`src/rtl/argmax_stream.sv`:
```
// Streaming N-channel maximum finder: tracks the largest sample over a frame
// of beats and holds one result (value, channel, beat index) for downstream.
module argmax_stream #(
  parameter int unsigned N_CH   = 3,
  parameter int unsigned W      = 3,
  parameter int unsigned SIGNED = 0,
  parameter int unsigned BW     = 8,
  localparam int unsigned CW    = (N_CH > 1) ? $clog2(N_CH) : 1
) (
  input  logic              clk,
  input  logic              rst,
  input  logic              in_valid,
  output logic              in_ready,
  input  logic [N_CH*W-1:0] in_data,
  input  logic              in_last,
  output logic              out_valid,
  input  logic              out_ready,
  output logic [W-1:0]      out_max,
  output logic [N_CH-1:0]   out_onehot,
  output logic [CW-1:0]     out_ch_idx,
  output logic [BW-1:0]     out_beat_idx,
  output logic [BW-1:0]     out_beats,
  output logic              out_overflow
);

  typedef enum logic [1:0] {IDLE, ACCUM, HOLD} state_t;

  localparam logic [BW-1:0] CNT_MAX = '1;

  state_t        state, next_state;
  logic          accept;
  logic [W-1:0]  beat_max, run_max, max_nxt;
  logic [CW-1:0] beat_ch, run_ch, ch_nxt;
  logic [BW-1:0] run_beat, beat_nxt, cnt, cnt_nxt;
  logic          ovf, ovf_nxt, upd, cnt_sat;

  function automatic logic gt(input logic [W-1:0] a, input logic [W-1:0] b);
    if (SIGNED != 0) return $signed(a) > $signed(b);
    return a > b;
  endfunction

  assign in_ready = (state != HOLD) && !rst;
  assign accept   = in_valid && in_ready;

  // Per-beat scan: strictly greater wins, so ties keep the lowest channel.
  always_comb begin
    beat_max = in_data[0 +: W];
    beat_ch  = '0;
    for (int unsigned i = 1; i < N_CH; i++) begin
      if (gt(in_data[i*W +: W], beat_max)) begin
        beat_max = in_data[i*W +: W];
        beat_ch  = CW'(i);
      end
    end
  end

  // Running-value update; the first beat of a frame loads unconditionally.
  always_comb begin
    upd      = (state == IDLE) || gt(beat_max, run_max);
    max_nxt  = upd ? beat_max : run_max;
    ch_nxt   = upd ? beat_ch  : run_ch;
    beat_nxt = upd ? cnt      : run_beat;
    cnt_sat  = (cnt == CNT_MAX);
    cnt_nxt  = cnt_sat ? cnt : cnt + BW'(1);
    ovf_nxt  = ((state == IDLE) ? 1'b0 : ovf) | cnt_sat;
  end

  always_comb begin
    next_state = state;
    case (state)
      IDLE:    if (accept) next_state = in_last ? HOLD : ACCUM;
      ACCUM:   if (accept && in_last) next_state = HOLD;
      HOLD:    if (out_ready) next_state = IDLE;
      default: next_state = IDLE;
    endcase
  end

  always_ff @(posedge clk) begin
    if (rst) state <= IDLE;
    else     state <= next_state;
  end

  always_ff @(posedge clk) begin
    if (rst) begin
      out_valid    <= 1'b0;
      out_max      <= '0;
      out_onehot   <= '0;
      out_ch_idx   <= '0;
      out_beat_idx <= '0;
      out_beats    <= '0;
      out_overflow <= 1'b0;
      run_max      <= '0;
      run_ch       <= '0;
      run_beat     <= '0;
      cnt          <= '0;
      ovf          <= 1'b0;
    end else begin
      out_valid <= (next_state == HOLD);
      if (accept) begin
        if (in_last) begin
          out_max      <= max_nxt;
          out_onehot   <= N_CH'(1) << ch_nxt;
          out_ch_idx   <= ch_nxt;
          out_beat_idx <= beat_nxt;
          out_beats    <= cnt_nxt;
          out_overflow <= ovf_nxt;
          cnt          <= '0;
          ovf          <= 1'b0;
        end else begin
          run_max  <= max_nxt;
          run_ch   <= ch_nxt;
          run_beat <= beat_nxt;
          cnt      <= cnt_nxt;
          ovf      <= ovf_nxt;
        end
      end
    end
  end

endmodule
```
`config.mk`:
```
export PLATFORM = sky130hd
export DESIGN_NAME = argmax_stream
export DESIGN_NICKNAME = d
export VERILOG_FILES = /design/src/rtl/argmax_stream.sv
export SDC_FILE = /design/constraint.sdc
export NUM_CORES = 1
export LEC_CHECK = 0
export ABC_CLOCK_PERIOD_IN_PS = 5300
export BUFFER_PORTS_ARGS = -buffer_cell sky130_fd_sc_hd__buf_2
export CORE_ASPECT_RATIO = 0.8
export CORE_MARGIN = 4
export CORE_UTILIZATION = 51
export CTS_CLUSTER_DIAMETER = 50
export CTS_CLUSTER_SIZE = 24
export DETAILED_ROUTE_END_ITERATION = 12
export PLACE_DENSITY = 0.76
export REMOVE_ABC_BUFFERS = 1
export SYNTH_ARGS = -nofsm -noshare
export SYNTH_HDL_FRONTEND = slang
export SYNTH_SLANG_ARGS = --single-unit
export TNS_END_PERCENT = 5
```
`constraint.sdc`:
```
create_clock -name clk -period 5.3 [get_ports clk]
set_clock_uncertainty 0.15 [all_clocks]
set_input_delay 1.59 -clock clk [delete_from_list [all_inputs] [get_ports clk]]
set_output_delay 1.59 -clock clk [all_outputs]
set_load 0.02 [all_outputs]
```
==> metrics.csv <==
stage,metric,value,unit
sta,fin_crit_sh,0.966,
drt,post_drt_wl_per_cell,14.5,microns
cells_and_area,syn_to_final_growth,17.9,%
global_route,grt_max_degree,48,
sta,rsz0062_at_grt,true,
global_route,overflow,0,
synth,synth_edf_count,0,
synth,ys.flop_type,dfxtp_1,
synth,async_flop_share,0,
pwr,p_leak,0.00118,uW
worst_setup_path,cp_max_fo,22,
worst_setup_path,cp_cell_sequence,buf_2 -> inv_1 -> ha_1 -> a21oi_2 -> and2_4 -> mux2_1 -> inv_1 -> ha_1 -> and3_1 -> or2_2 -> o22a_1 -> ha_1 -> a211o_1 -> a21o_1 -> buf_12 -> o31ai_1 -> o221a_1,
cts,cts.sinks,50,
worst_setup_path,cpMostUsedCell,ha_1,
drt,drt_iter0_drc,108,
drt,vias,2365,
synth,ys_top_cells_by_area,"dfxtp_1 (39%), ha_1 (4.8%), nand2_1 (4.8%), nor2_1 (4.6%), a21oi_1 (4.1%)",
sta,min_period,5.12,ns
cells_and_area,n_antenna_cell,0,
cells_and_area,final_common_cell,dfxtp_1,
global_route,gr-usage-all-layers,0.190,
worst_setup_path,critPathCaptureType,flop,
place,io_buffers,40,
global_route,grt_pass1_wl,9740,microns
min_path,worst_hold_path.endpoint,out_beats[2],
cts,cts_buffers,5,
drt,wirelength,5910,microns
worst_setup_path,r2r_cells,6,
cells_and_area,final_cell_mix,"dfxtp_1 (50), buf_2 (40), nand2_1 (33), nor2_1 (31), a21oi_1 (21)",
floorplanning,start_util,0.546,
cts,clk_pin_slew,0.09,ns
worst_setup_path,crit_required,5.40,ns
drt,vias_per_cell,5.78,
job,max-cap-violations,0,
min_path,hold_depth,2,
worst_setup_path,arrival,5.22,ns
sta,setup_viol_count_final,0,
worst_setup_path,timing.rr.end,out_max[2],
sta,slew_headroom,0.479,
sta,max_freq,0.195,GHz
cells_and_area,fill_cells,412,
pwr,power.density,289,mW/mm^2
cells_and_area,nNetsFinal,373,
place,dp_hpwl,4140,microns
min_path,hold_start,out_beats[2],
cts,cts_root_buffer,clkbuf_8,
global_route,grt_antenna_before_repair,0,
sta,worst_pin_slew,0.781,ns
floorplanning,coreArea,0.00473,sq mm
synth,ys_ff_latch,50,
sta,finalHoldViolations,0,
synth,synth_warnings,0,
cts,cts_hold_buffers,0,
status,status,"complete, no violations",
synth,syn-cell-area,0.00259,sq mm
worst_setup_path,crit_slowest_cell,mux2_1,
cells_and_area,drive_above_1_share,0.255,
sta,hold_slack,0.306,ns
pwr,vdd_ir_drop_max,217,uV
drt,remaining_drc_errors,0,
floorplanning,die_h,71.7,microns
floorplanning,ioPinCount,41,
cts,post_cts_resized,0,
worst_setup_path,path_class,in2reg,
place,gp_congestion,0.905,
worst_setup_path,rrSetupSlack,3.04,ns
synth,yosysTopAreaCellShare,0.387,
cells_and_area,seq_area,0.00100,sq mm
synth,yosysTopAreaCell,dfxtp_1,
cells_and_area,fin_util,0.644,
synth,synth_seq_area_share,0.387,
synth,syn_avg_cell_area,8.40,sq um
floorplanning,num_rows,22,
worst_setup_path,timing.rr.start,state[0],
drt,drtPass1Iterations,4,
cts,h-tree-depth,2,
synth,synth.distinct_cells,56,
cells_and_area,multiInputGateArea,0.00147,sq mm
cts,clockBufferDepth,2,
min_path,hold_class,reg2reg,
floorplanning,die_area,0.00628,sq mm
floorplanning,die_x,87.6,microns
worst_setup_path,worst_setup_path_start_kind,primary input,
cts,clkLatencyLatePin,0.30,ns
drt,postRouteAntennaNets,0,
synth,syn-instance-count,308,
global_route,grt_pass1_vias,2114,
sta,slew_viol_final,0,
worst_setup_path,crit_path_max_incr_delay,0.36,ns
cts,cts_setup_buffers,0,
cts,cts_tree,built,
==> area by class of cell <==
| cell class | count | share of cell area |
|---|---|---|
| Multi-Input combinational cell | 223 | 0.481 |
| Sequential cell | 50 | 0.328 |
| Timing Repair Buffer | 56 | 0.113 |
| Clock buffer | 6 | 0.0271 |
| Tap cell | 60 | 0.0246 |
| Inverter | 13 | 0.0160 |
| Clock inverter | 1 | 0.00984 |
==> metrics by stage <==
stage               power, uW  setup slack, ns  TNS (ns)  instance area [sq um]  std cells
detailed placement        605           -0.132    -0.822                   2890        402
CTS                       873            0.197         0                   3000        409
floorplan                 523           -0.156     -2.10                   2470        286
finish                    882            0.178         0                   3050        409
global route              915          -0.0200   -0.0200                   3050        409
global placement          601          -0.0176   -0.0261                   2890        402
==> metal layers <==
metal,track usage,wire (microns),vias up
met4,0.0426,63,0
met5,0,0,-
met1,0.284,2970,1110
met3,0.0379,295,8
met2,0.280,2580,57
li1,-,-,1190
==> critical path: cells and delay by family <==
family | cells | cell delay, ns
adders and majority gates | 3 | 0.86
buffers and inverters | 4 | 0.36
AOI/OAI and AO/OA | 6 | 1.34
and+or+nand+nor | 3 | 0.72
muxes | 1 | 0.36
==> where the power goes <==
part	total, uW	switching, uW	internal, uW
clock network	273	121	151
logic	212	123	89.1
registers	397	8.24	389
total	882	252	629
==> cells by family after synthesis <==
kind of cell	Yosys count	synth area share
AOI/OAI and AO/OA	90	0.248
buffers and inverters	35	0.0643
xor gates and xnor gates	4	0.0135
muxes	7	0.0290
DFF	50	0.387
adders and majority gates	10	0.0484
and+or+nand+nor	112	0.209
==> worst max path at each step <==
stage                from            end
3_5_place_dp   in_data[2]  out_onehot[1]
3_3_place_gp   in_data[2]  out_onehot[1]
5_1_grt        in_data[2]  out_onehot[0]
4_1_cts        in_data[2]  out_onehot[1]
2_1_floorplan  in_data[2]  out_onehot[2]
6_report       in_data[2]  out_onehot[0]
==> registers in the layout (all words and copies together), names as in the netlist <==
name,flops
out_onehot,3
run_max,3
state,2
out_ch_idx,2
out_valid,1
ovf,1
out_beats,8
out_beat_idx,8
run_ch,2
out_overflow,1
run_beat,8
cnt,8
out_max,3
==> synthesized netlist by cell type (2+ instances only) <==
master,number
a211oi_1,7
a211oi_2,2
a21oi_1,21
a21oi_2,2
a22oi_1,3
a311oi_1,11
a31oi_1,4
and2_1,2
and3_1,3
and4_1,2
buf_2,10
buf_4,6
clkbuf_1,6
dfxtp_1,50
ha_1,10
inv_1,12
mux2_2,3
mux2i_1,3
nand2_1,33
nand2_2,2
nand2b_1,2
nand3_1,14
nand3b_1,3
nand4_1,3
nor2_1,32
nor3_1,6
o211ai_1,3
o21ai_0,9
o21ai_1,11
o221a_1,2
o22a_1,2
o31ai_1,2
or3_1,2
xnor2_1,3
(Power assumes the default switching activity.)
